[src/rtl/rf_write_arbiter_if.sv]
// rf_write_arbiter_if: ALU/host write requests, issue hazard query and register-file write port
interface rf_write_arbiter_if #(
    parameter int DEPTH = 4,
    parameter int DW    = 128,
    parameter int AW    = 5
);
    localparam int CW = $clog2(DEPTH) + 1;
    logic          alu_valid;
    logic          alu_ready;
    logic [AW-1:0] alu_rd;
    logic [DW-1:0] alu_data;
    logic          host_valid;
    logic          host_ready;
    logic [AW-1:0] host_rd;
    logic [DW-1:0] host_data;
    logic          rf_we;
    logic [AW-1:0] rf_rd;
    logic [DW-1:0] rf_data;
    logic          iss_valid;
    logic [24:0]   iss_opcode;
    logic          stall;
    logic [CW-1:0] fifo_count;
    modport master (
        output alu_valid, alu_rd, alu_data, host_valid, host_rd, host_data, iss_valid, iss_opcode,
        input  alu_ready, host_ready, rf_we, rf_rd, rf_data, stall, fifo_count
    );
    modport slave (
        input  alu_valid, alu_rd, alu_data, host_valid, host_rd, host_data, iss_valid, iss_opcode,
        output alu_ready, host_ready, rf_we, rf_rd, rf_data, stall, fifo_count
    );
endinterface

[src/rtl/rf_write_arbiter.sv]
// rf_write_arbiter: shares the register-file write port between a FIFO-buffered ALU writeback
// and a host port, with a pending-write scoreboard that stalls issue on RAW hazards
module rf_write_arbiter #(
    parameter int DEPTH = 4,
    parameter int DW    = 128,
    parameter int AW    = 5
) (
    input logic clk,
    input logic rst,
    rf_write_arbiter_if.slave bus
);
    localparam int PW = $clog2(DEPTH);
    logic [AW-1:0]     q_rd   [DEPTH];
    logic [DW-1:0]     q_data [DEPTH];
    logic [PW-1:0]     wp, rp;
    logic [PW:0]       cnt;
    logic              alu_first;
    logic              we_q;
    logic [AW-1:0]     rd_q;
    logic [DW-1:0]     data_q;
    logic              full, empty, push, gh, ga;
    logic [2**AW-1:0]  pending;
    logic [4:0]        s0;
    logic              unused;
    assign full  = cnt == (PW+1)'(DEPTH);
    assign empty = cnt == '0;
    assign push  = bus.alu_valid & ~full;
    // ALU head loses a contested cycle only when it was granted the previous contest
    assign gh    = bus.host_valid & (empty | ~alu_first);
    assign ga    = ~empty & ~gh;
    assign bus.alu_ready  = ~full;
    assign bus.host_ready = gh & ~rst;
    assign bus.fifo_count = cnt;
    assign bus.rf_we      = we_q;
    assign bus.rf_rd      = rd_q;
    assign bus.rf_data    = data_q;
    assign s0     = bus.iss_opcode[24] ? bus.iss_opcode[9:5] : bus.iss_opcode[4:0];
    assign unused = ^bus.iss_opcode[23:20];
    always_comb begin
        pending = '0;
        for (int i = 0; i < DEPTH; i++)
            if ((PW+1)'(i) < cnt) pending[q_rd[rp + PW'(i)]] = 1'b1;
        if (we_q) pending[rd_q] = 1'b1;
    end
    assign bus.stall = ~rst & bus.iss_valid &
                       (pending[s0] | pending[bus.iss_opcode[14:10]] | pending[bus.iss_opcode[19:15]]);
    always_ff @(posedge clk or posedge rst) begin
        if (rst) begin
            wp        <= '0;
            rp        <= '0;
            cnt       <= '0;
            alu_first <= 1'b1;
            we_q      <= 1'b0;
            rd_q      <= '0;
            data_q    <= '0;
        end else begin
            if (push) wp <= wp + 1'b1;
            if (ga) rp <= rp + 1'b1;
            cnt <= cnt + (PW+1)'(push) - (PW+1)'(ga);
            if (bus.host_valid & ~empty) alu_first <= gh;
            we_q <= gh | ga;
            if (gh | ga) begin
                rd_q   <= gh ? bus.host_rd : q_rd[rp];
                data_q <= gh ? bus.host_data : q_data[rp];
            end
        end
    end
    always_ff @(posedge clk) begin
        if (push) begin
            q_rd[wp]   <= bus.alu_rd;
            q_data[wp] <= bus.alu_data;
        end
    end
endmodule
[src/flat_wrapper.sv]
// flat-port wrapper written by rule: the top's interface ports become plain ports
module rf_write_arbiter_flat 
#(
    parameter int DEPTH = 4,
    parameter int DW    = 128,
    parameter int AW    = 5
)
  (clk, rst, bus_alu_valid, bus_alu_rd, bus_alu_data, bus_host_valid, bus_host_rd, bus_host_data, bus_iss_valid, bus_iss_opcode, bus_alu_ready, bus_host_ready, bus_rf_we, bus_rf_rd, bus_rf_data, bus_stall, bus_fifo_count);
  rf_write_arbiter_if #(.DEPTH(DEPTH), .DW(DW), .AW(AW)) bus_i ();
  input logic clk;
  input logic rst;
  input wire logic [$bits(bus_i.alu_valid)-1:0] bus_alu_valid;
  input wire logic [$bits(bus_i.alu_rd)-1:0] bus_alu_rd;
  input wire logic [$bits(bus_i.alu_data)-1:0] bus_alu_data;
  input wire logic [$bits(bus_i.host_valid)-1:0] bus_host_valid;
  input wire logic [$bits(bus_i.host_rd)-1:0] bus_host_rd;
  input wire logic [$bits(bus_i.host_data)-1:0] bus_host_data;
  input wire logic [$bits(bus_i.iss_valid)-1:0] bus_iss_valid;
  input wire logic [$bits(bus_i.iss_opcode)-1:0] bus_iss_opcode;
  output wire logic [$bits(bus_i.alu_ready)-1:0] bus_alu_ready;
  output wire logic [$bits(bus_i.host_ready)-1:0] bus_host_ready;
  output wire logic [$bits(bus_i.rf_we)-1:0] bus_rf_we;
  output wire logic [$bits(bus_i.rf_rd)-1:0] bus_rf_rd;
  output wire logic [$bits(bus_i.rf_data)-1:0] bus_rf_data;
  output wire logic [$bits(bus_i.stall)-1:0] bus_stall;
  output wire logic [$bits(bus_i.fifo_count)-1:0] bus_fifo_count;
  assign bus_i.alu_valid = bus_alu_valid;
  assign bus_i.alu_rd = bus_alu_rd;
  assign bus_i.alu_data = bus_alu_data;
  assign bus_i.host_valid = bus_host_valid;
  assign bus_i.host_rd = bus_host_rd;
  assign bus_i.host_data = bus_host_data;
  assign bus_i.iss_valid = bus_iss_valid;
  assign bus_i.iss_opcode = bus_iss_opcode;
  assign bus_alu_ready = bus_i.alu_ready;
  assign bus_host_ready = bus_i.host_ready;
  assign bus_rf_we = bus_i.rf_we;
  assign bus_rf_rd = bus_i.rf_rd;
  assign bus_rf_data = bus_i.rf_data;
  assign bus_stall = bus_i.stall;
  assign bus_fifo_count = bus_i.fifo_count;
  rf_write_arbiter #(.DEPTH(DEPTH), .DW(DW), .AW(AW)) u_core (.clk(clk), .rst(rst), .bus(bus_i));
endmodule
[config.mk]
export PLATFORM = sky130hd
export DESIGN_NAME = rf_write_arbiter_flat
export DESIGN_NICKNAME = d
export VERILOG_FILES = /design/src/rtl/rf_write_arbiter_if.sv /design/src/rtl/rf_write_arbiter.sv /design/src/flat_wrapper.sv
export SDC_FILE = /design/constraint.sdc
export NUM_CORES = 1
export LEC_CHECK = 0
export CORE_UTILIZATION = 45
export DETAILED_ROUTE_END_ITERATION = 10
export GPL_TIMING_DRIVEN = 0
export PLACE_DENSITY = 0.82
export SLEW_MARGIN = 20
export SYNTH_ARGS = -nofsm -noshare
export SYNTH_HDL_FRONTEND = slang
export SYNTH_SLANG_ARGS = --single-unit
[constraint.sdc]
create_clock -name clk -period 5.11 [get_ports clk]
set_input_delay 0.7665 -clock clk [delete_from_list [all_inputs] [get_ports clk]]
set_output_delay 0.7665 -clock clk [all_outputs]
set_load 0.005 [all_outputs]
* Word-level counts from Yosys, hierarchy flattened
Memories as Yosys holds them, arrays and structs flattened.
Index checks and enable logic that the tools add are counted.
** Operators by class
- Add/sub/neg operators :: 6
- Order comparisons :: 17
- Eq/ne operators :: 1
- Multiplexer cells :: 26
- Bitwise operators :: 20
- Reductions and logical operators :: 6
** Operator list (number)
- $mux 32 :: 5
- $mux 128 :: 1
- $or 32x32->32 :: 4
- $lt 5x6->1 const B :: 8
- $demux 1 s5 :: 5
- $ge 5x1->1 const B :: 5
- $bmux 1 s5 :: 3
- $mux 1 :: 10
- $mux 5 :: 2
- $and 1x1->1 :: 7
- $lt 1x3->1 const A :: 2
- $lt 2x3->1 const A :: 2
- $logic_and 1x1->1 :: 5
- $not 1->1 :: 5
- $add 2x1->2 const B :: 2
- $add 2x2->2 const B :: 2
- $or 1x1->1 :: 4
- $add 3x1->3 :: 1
- $eq 3x3->1 const B :: 1
- $logic_not 3->1 :: 1
- $sub 3x1->3 :: 1
** Storage, ports and cells
- Flip-flop bits (word level) :: 142
- Memory bits (writable) :: 532
- Bits of input ports :: 296
- Logic and storage cells :: 85
- Memories kept :: 2
** Memory list
- u_core.q_data :: words 4, bits a word 128, read ports 1, clocked after memory_dff 0, write ports 1, RTL line rf_write_arbiter.sv:14 : logic [DW-1:0] q_data [DEPTH];
- u_core.q_rd :: words 4, bits a word 5, read ports 4, clocked after memory_dff 0, write ports 1, RTL line rf_write_arbiter.sv:13 : logic [AW-1:0] q_rd [DEPTH];

* Logic depth before layout (Yosys ltp)
Gate-level depths: netlist of run 1.
An unclocked memory read counts as a cell.
- Depth in word-level cells :: 19
- Depth in mapped cells :: 13
- Depth with buffers taken out :: 11

* Least setup slack after synthesis of run 1
Ideal clock, no wire load.
- Path kind :: in2out
- From :: input rst
- To :: output bus_stall
- Data arrival time :: 4.258 ns
- Slack :: 0.086 ns
- Cell stages on the path :: 2
- Buffers on the path :: 0
- Cells stage by stage :: inv_1 -> o311a_1
** Between the ends
- Cells in the longest elaborated chain, start to end :: 3
** RTL lines
- start, declared :: RTL line flat_wrapper.sv:11 : input logic rst;
- $not 1->1 :: RTL line rf_write_arbiter.sv:45 : assign bus.stall = ~rst & bus.iss_valid &
- $and 1x1->1 (2 in series) :: RTL line rf_write_arbiter.sv:45
- end, declared :: RTL line flat_wrapper.sv:25 : output wire logic [$bits(bus_i.stall)-1:0] bus_stall;
Every way passes these cells.

* Worst setup path in the final report of run 1
- From :: register u_core.rp[0]
- To :: output bus_stall
** Between the ends
- Cells in the longest elaborated chain, start to end :: 19
** RTL lines
- start, declared :: RTL line rf_write_arbiter.sv:15 : logic [PW-1:0] wp, rp;
- start signal, assigned :: RTL line rf_write_arbiter.sv:58 : if (ga) rp <= rp + 1'b1;
- $add 2x1->2 or $mem_v2 4x5 (tied branches)
- $mem_v2 4x5 *
- $lt 5x6->1 (not written as such), or another cell as far along :: RTL line rf_write_arbiter.sv:42 : if ((PW+1)'(i) < cnt) pending[q_rd[rp + PW'(i)]] = 1'b1;
- $logic_and 1x1->1 (not written as such) or $mux 1 (tied branches) :: RTL line rf_write_arbiter.sv:42
- $mux 1 (not written as such) or $demux 1 s5 (tied branches)
- $demux 1 s5 or $mux 32 (tied branches)
- $or 32x32->32 (no source line)
- $mux 32 :: RTL line rf_write_arbiter.sv:42
- [3 not listed]
- $mux 32 * :: RTL line rf_write_arbiter.sv:42
- $or 32x32->32 (no source line)
- $mux 32 * :: RTL line rf_write_arbiter.sv:43 : if (we_q) pending[rd_q] = 1'b1;
- $bmux 1 s5 :: RTL line rf_write_arbiter.sv:46 : (pending[s0] | pending[bus.iss_opcode[14:10]] | pending[bus.iss_opcode[19:15]]);
- $mux 1 (not written as such) :: RTL line rf_write_arbiter.sv:46
- $or 1x1->1 :: RTL line rf_write_arbiter.sv:46
- $or 1x1->1 * :: RTL line rf_write_arbiter.sv:46
- $and 1x1->1 * :: RTL line rf_write_arbiter.sv:45
Every way passes the cells marked *; elsewhere a longest branch is shown, timed or not. The select of a mux whose other input is x is not followed.

==> results of run 1 <==
critical path, stage by stage (launching register included):
cell	delay, ns
dfrtp_2	0.45
buf_12	0.16
bufbuf_16	0.26
mux4_4	0.45
buf_6	0.13
nor2b_4	0.05
buf_12	0.13
a32oi_1	0.19
nand3_1	0.17
mux4_2	0.51
or4b_4	0.53
o2111ai_2	0.10
a311oi_1	0.06
o311a_1	0.31
clkdlybuf4s15_1	0.20
power by group through the flow:
stage               clock network [mW]  registers [mW]  logic (mW)
finish                            5.37            8.09        10.2
detailed placement                   0            8.17        9.24
CTS                               5.45            8.08        9.94
global placement                     0            8.32        8.89
floorplan                            0            8.17        5.25
global route                      5.64            8.20        10.8
cell type report:
type | count | area, um^2
sequential | 674 | 19500
timing repair buffer | 489 | 5020
tap | 855 | 1070
multi-input combinational | 1048 | 9490
clock buffer | 103 | 2010
buffer | 114 | 538
clock inverter | 29 | 470
antenna | 9 | 22.5
fill | 4671 | 26100
inverter | 22 | 91.3
repair_timing:
item / CTS / global route
hold buffers: 0 / 0
endpoints found under the hold margin: 0 / 0
setup buffers: 37 / 10
endpoints found under the setup margin: 2 / 1
gates resized for setup: 68 / 30
pin swaps: 16 / 14
cloned: 2 / 0
routing by layer:
metal | vias up | share of wire | global-route usage
met5 | - | 0.0013 | 0
met4 | 18 | 0.033 | 0.100
met3 | 192 | 0.095 | 0.0734
met2 | 1144 | 0.49 | 0.442
met1 | 10300 | 0.39 | 0.346
li1 | 8583 | - | -
per-stage QoR:
stage               setup TNS, ns  setup WS [ns]  utilization  instances
detailed placement         -0.956         -0.956        0.543       3160
floorplan                       0         0.0860            -       1865
finish                          0         0.0286        0.594       3343
global placement         -1530.86          -2.58        0.538       3147
CTS                             0        0.00567        0.591       3328
global route              -0.0357        -0.0357        0.594       3340
worst min-delay path by stage:
| stage | startpoint | to | slack, ns | cells after the start |
|---|---|---|---|---|
| global route | u_core.bus.rf_data[70] | u_core.bus.rf_data[70] | 0.51 | 2 |
| floorplan | u_core.bus.rf_data[100] | u_core.bus.rf_data[100] | 0.47 | 2 |
| CTS | u_core.bus.rf_data[51] | u_core.bus.rf_data[51] | 0.49 | 2 |
| finish | u_core.bus.rf_data[51] | u_core.bus.rf_data[51] | 0.48 | 2 |
| detailed placement | u_core.bus.rf_data[47] | u_core.bus.rf_data[47] | 0.47 | 2 |
| global placement | u_core.bus.rf_data[104] | u_core.bus.rf_data[104] | 0.47 | 2 |
sequential cells by signal, indices dropped and copies added, names as in the netlist:
register / count
u_core.alu_first: 1
u_core.bus.fifo_count: 3
u_core.bus.rf_data: 128
u_core.bus.rf_rd: 5
u_core.bus.rf_we: 1
u_core.q_data: 512
u_core.q_rd: 20
u_core.rp: 2
u_core.wp: 2
cells in the mapped netlist, types with 5 or more instances:
library cell	count
nand2b_1	5
nand3b_1	8
or4_1	5
nand4b_1	9
nand2_1	127
buf_1	23
buf_2	15
and2_1	10
o211ai_1	10
dfrtp_1	141
and3_1	9
o22ai_1	10
nor4_1	12
mux2i_1	97
nor2_1	45
nor2b_1	72
a21oi_1	67
nor3_1	14
mux4_2	147
mux2_2	9
edfxtp_1	532
o221ai_1	5
nor4b_1	8
nand4_1	12
a22oi_1	76
ha_1	8
o21ai_0	143
clkbuf_1	78
nand3_1	43
o2111ai_1	14
a32oi_1	17
and4b_1	5
a2111oi_0	5
inv_1	19
cells by family (layout without fill, tap and decap cells):
group,after synthesis,after routing,share of synthesized area
buffers and inverters,143,757,0.0203
muxes,257,257,0.153
and+or+nand+nor,405,405,0.0739
AOI/OAI and AO/OA,372,372,0.0798
DFF,674,674,0.667
adders and majority gates,9,9,0.00410
other,0,9,0
xor gates and xnor gates,5,5,0.00150
==> flow_summary.json, run 1 <==
{
  "row_count": 93,
  "hold_ws_ns": 0.484,
  "cp.required_ns": 4.34,
  "grt_start_max_net_pins": 85,
  "cts-htree-levels": 3,
  "seq_power_share": 0.343,
  "final_area_mm2": 0.0382,
  "power_density_mw_per_mm2": 618,
  "hold_viol": 0,
  "die_area_mm2": 0.0661,
  "fp.coreArea_mm2": 0.0643,
  "ys_seq_elements": 674,
  "netlist_instances": 1865,
  "syn_area_mm2": 0.0293,
  "worst_pin_slew_ns": 1.10,
  "max_cap_viol_count": 0,
  "clk_latency_ns": 0.64,
  "grt_pass1_wl_um": 133000,
  "synthArstFlopShare": 0.211,
  "avgViaCountPerCell": 6.04,
  "final_cell_mix": "532 x edfxtp_1, 426 x clkdlybuf4s50_1, 149 x mux4_2",
  "finalWirelength_um": 90100,
  "slew_viol_final": 0,
  "internal_power_mw": 15.2,
  "cp.arrival_ns": 4.31,
  "antenna_found_initial": 16,
  "post_synth_num_cell_types": 71,
  "drtIter0Drc": 1986,
  "port_buffers": 427,
  "num_vias": 20200,
  "synth_edf_count": 532,
  "vdd_ir_drop_max_mv": 0.409,
  "final_common_cell": "edfxtp_1",
  "grt-ovfl-total": 0,
  "avgSynthCellArea_um2": 15.7,
  "max_slew_margin": 0.267,
  "r2r-start": "u_core.bus.fifo_count[0]",
  "clockBufferDepth": 3,
  "fin_crit_sh": 0.994,
  "worstSetupEndpointType": "output pin",
  "place_area_mm2": 0.0350,
  "dp_hpwl_um": 62500,
  "routabilityCongestion": 0.912,
  "clk_root_buffer_cell": "clkbuf_16",
  "first_global_vias": 21000,
  "outcome": "finished, final reports clean",
  "rsz0062_at_grt": "yes",
  "yosysTopAreaCellShare": 0.546,
  "area_growth_pct": 30.6,
  "p_clk_frac": 0.228,
  "crit_path_start": "u_core.rp[0]",
  "synth_fp_nets": 2170,
  "swShare": 0.357,
  "rr_worst_depth": 8,
  "endpoint": "bus_stall",
  "setup_viol": 0,
  "combPwrFrac": 0.430,
  "critPathMaxFanout": 6,
  "final.setup_skew_ns": 0.0480,
  "power_switching_mw": 8.42,
  "dieWidth_um": 257,
  "ant_nets": 0,
  "firstDrtPassIters": 5,
  "cts_buffers": 71,
  "seq_area_frac_synth": 0.667,
  "start_util": 0.455,
  "synth_area_leader_cell": "edfxtp_1",
  "drive_above_1_share": 0.172,
  "synthTopCellsByArea": "edfxtp_1 55%, dfrtp_1 12%, mux4_2 11%, mux2i_1 3.3%, o21ai_0 2.4%",
  "leakage_nw": 13.3,
  "io-pin-count": 436,
  "rrSetupSlack_ns": 1.38,
  "grtUsageTotal": 0.271,
  "drc": 0,
  "hold_class": "reg -> reg",
  "ys_warn_count": 0,
  "fin_crit_ns": 5.08,
  "r2r-end": "u_core.bus.rf_data[74]",
  "clock-sinks": 674,
  "routedWlPerCell_um": 27.0,
  "critical_path_class": "reg -> out",
  "synth_ff_type": "edfxtp_1",
  "cts_tree": "yes",
  "die_h_um": 257,
  "finalNetCount": 2725,
  "fmax_mhz": 197,
  "finalPower_mw": 23.6,
  "cts.reportedPaths.clkPinSlew_ns": 0.06,
  "startpoint_type": "register"
}
Power figures use the tool's default switching activity.
==> inputs of run 2 (changes only) <==
--- a/config.mk
+++ b/config.mk
@@ -5,10 +5,12 @@
 export SDC_FILE = /design/constraint.sdc
 export NUM_CORES = 1
 export LEC_CHECK = 0
+export ABC_AREA = 1
 export CORE_UTILIZATION = 45
 export DETAILED_ROUTE_END_ITERATION = 10
 export GPL_TIMING_DRIVEN = 0
 export PLACE_DENSITY = 0.82
+export SETUP_SLACK_MARGIN = 0.2
 export SLEW_MARGIN = 20
 export SYNTH_ARGS = -nofsm -noshare
 export SYNTH_HDL_FRONTEND = slang
==> run 2 against run 1 <==
Compared with the run above:
- core utilization decreased by 0.52 points
- synthesized cell count up 34%
- worst hold slack worse by 0.0041 ns
- global-route usage about the same
- worst setup slack better by 0.46 ns
- count of clock-buffer cells in the layout down 8
- critical endpoint unchanged
- register-to-register slack got worse by 0.71 ns
- synthesized area decreased by 2.2%
- combinational power is 14% lower
==> flow_summary.json, run 2 <==
{
  "synth_ff_type": "edfxtp_1",
  "die_area_mm2": 0.0646,
  "clk_root_buffer_cell": "clkbuf_16",
  "crit_chain": "clkdlybuf4s50_1 -> inv_1 -> o21ai_1 -> inv_1 -> clkbuf_1 -> nand3_1 -> nand2_1 -> nand2_1 -> nand3_1 -> nand3_1 -> nand2_1 -> nand2_1 -> nand2_1 -> nand2_1 -> nor2_1 -> nor2_1 -> clkdlybuf4s50_1",
  "max_slew_margin": 0.235,
  "drc": 0,
  "seq_area_frac_synth": 0.682,
  "synthArstFlopShare": 0.211,
  "cts_setup_buffers": 0,
  "hold_viol": 0,
  "antenna_found_initial": 25,
  "vdd_ir_drop_max_mv": 0.375,
  "synth_fp_nets": 2804,
  "start_util": 0.455,
  "syn_area_mm2": 0.0286,
  "ctsHoldBuffers": 0,
  "ys_seq_elements": 674,
  "largest_reg_flops": 512,
  "row_count": 92,
  "routabilityCongestion": 0.970,
  "firstDrtPassIters": 6,
  "cts.reportedPaths.clkPinSlew_ns": 0.06,
  "r2r-start": "u_core.bus.fifo_count[2]",
  "rr_worst_depth": 13,
  "avgSynthCellArea_um2": 11.5,
  "ys_warn_count": 0,
  "grt-ovfl-total": 0,
  "routedWlPerCell_um": 22.5,
  "port_buffers": 426,
  "synthTopCellsByArea": "edfxtp_1 56%, dfrtp_1 12%, nand2_1 7.7%, nand3_1 4.7%, nor2_1 2.3%",
  "numPlacedInstances": 3797,
  "ant_nets": 0,
  "cp_slowest_cell": "o21ai_1",
  "fin_crit_ns": 4.62,
  "finalWirelength_um": 88500,
  "fin_ws_ns": 0.492,
  "drive_above_1_share": 0.0727,
  "dieWidth_um": 254,
  "cts_tree": "yes",
  "first_global_vias": 21600,
  "critPathTopFamily": "buffers and inverters",
  "clock-sinks": 674,
  "io-pin-count": 436,
  "clk_latency_ns": 0.63,
  "rrSetupSlack_ns": 0.67,
  "finalNetCount": 3328,
  "yosysMostFrequentCell": "nand2_1",
  "synth.top_cells.by_count": "589 x nand2_1, 532 x edfxtp_1, 271 x nand3_1",
  "critPathMaxStageDelay_ns": 0.51,
  "synth_area_leader_cell": "edfxtp_1",
  "synth_edf_count": 532,
  "finish.utilization": 0.589,
  "final_common_cell": "nand2_1",
  "cts-htree-levels": 3,
  "grtUsageTotal": 0.270,
  "finalPower_mw": 22.1,
  "min_delay_path_depth": 2,
  "area_growth_pct": 29.5,
  "regMostFlops": "u_core.q_data",
  "drtIter0Drc": 1972,
  "setup_viol": 0,
  "fp.coreArea_mm2": 0.0630,
  "worst_pin_slew_ns": 1.15,
  "rsz0062_at_grt": "no",
  "dp_slack_ns": -0.215,
  "slew_viol_final": 0,
  "r2r-end": "u_core.bus.fifo_count[2]",
  "fmax_mhz": 217,
  "max_cap_viol_count": 0,
  "clockBufferDepth": 3,
  "critPathMaxFanout": 10,
  "cp.arrival_ns": 3.85,
  "post_synth_num_cell_types": 36,
  "cts_buffers": 69,
  "avgViaCountPerCell": 5.63,
  "whs_endpoint": "u_core.bus.rf_data[109]",
  "startpoint_type": "input pin",
  "grt_start_max_net_pins": 89,
  "min_from": "u_core.bus.rf_data[109]",
  "critical_path_class": "in -> out",
  "cp_common_cell": "nand2_1",
  "power_density_mw_per_mm2": 595,
  "die_h_um": 254,
  "outcome": "finished, final reports clean",
  "grt_pass1_wl_um": 129000,
  "final.setup_skew_ns": 0.0482,
  "hold_class": "reg -> reg",
  "worstSetupEndpointType": "output pin",
  "cp.required_ns": 4.34,
  "netlist_instances": 2499,
  "final_cell_mix": "589 x nand2_1, 532 x edfxtp_1, 426 x clkdlybuf4s50_1",
  "yosysTopAreaCellShare": 0.558,
  "dp_hpwl_um": 62000,
  "num_vias": 22200,
  "critical_path_buf_inv_count": 5,
  "leakage_nw": 13.4,
  "fin_cells": 3940,
  "fin_crit_sh": 0.904
}
[run 2: cell types whose count changed in the layout (fill, tap and decap cells not counted), moves of 37 or more]
cell and delta:
o2bb2ai_1 +53, o211ai_1 +69, a21oi_1 -66, nor2b_1 -65, nand4_1 +62, nand2_1 +462, a221oi_1 +51, nor2_1 +127
nand3_1 +232, mux2i_1 -94, buf_4 -45, mux4_2 -149, clkbuf_1 +37, inv_1 +98
[run 2: tightest hold or removal path: stages (launching register included)]
cell	delay, ns
dfrtp_1	0.34
nand2_1	0.05
nand2_1	0.06
[run 2: metrics by stage]
step                hold WS [ns]   TNS, ns  area, um^2
CTS                        0.481         0       37000
floorplan                  0.468  -1036.91       28600
finish                     0.480         0       37100
global route               0.497         0       37100
global placement           0.467  -4006.05       34000
detailed placement         0.466    -0.382       34600
[run 2: worst max path at each step]
stage | start | end | slack (ns) | depth (start not counted)
detailed placement | bus_host_valid | u_core.bus.fifo_count[2] | -0.21 | 13
finish | bus_iss_opcode[0] | bus_stall | 0.49 | 17
floorplan | bus_alu_valid | u_core.q_data[0][0] | -1.95 | 2
global placement | bus_alu_valid | u_core.q_data[0][78] | -7.06 | 3
CTS | u_core.bus.fifo_count[2] | bus_host_ready | 0.28 | 8
global route | u_core.bus.fifo_count[2] | bus_stall | 0.25 | 18
[run 2: cell families after synthesis]
kind of cell,share of synthesized area
adders and majority gates,0.00420
xor gates and xnor gates,0.000918
and+or+nand+nor,0.180
buffers and inverters,0.0375
DFF,0.682
AOI/OAI and AO/OA,0.0954
[run 2: layout make-up]
type | count | area (um^2)
Antenna cell | 14 | 35.0
Buffer | 136 | 589
Clock buffer | 95 | 1990
Clock inverter | 33 | 449
Fill cell | 4936 | 25900
Inverter | 127 | 494
Multi-Input combinational cell | 1562 | 8070
Sequential cell | 674 | 19500
Tap cell | 846 | 1060
Timing Repair Buffer | 453 | 4880
[run 2: per-layer routing]
metal / up-vias / share of wire / GRT usage / routed length, um
met1: 10700 / 0.38 / 0.335 / 33600
li1: 10100 / - / - / -
met5: - / 0.00078 / 0 / 69
met4: 12 / 0.039 / 0.123 / 3460
met2: 1139 / 0.49 / 0.453 / 43400
met3: 206 / 0.090 / 0.0599 / 7970
[run 2: repair_timing]
| action | in CTS | in global routing |
|---|---|---|
| gates resized for setup | 1 | 4 |
| endpoints found under the setup margin | 1 | 2 |
| endpoints found under the hold margin | 0 | 0 |
[run 2: power by group]
part	internal, mW	switching [mW]
clock	3.14	2.18
sequential	7.45	0.567
combinational	3.18	5.56
total	13.8	8.31
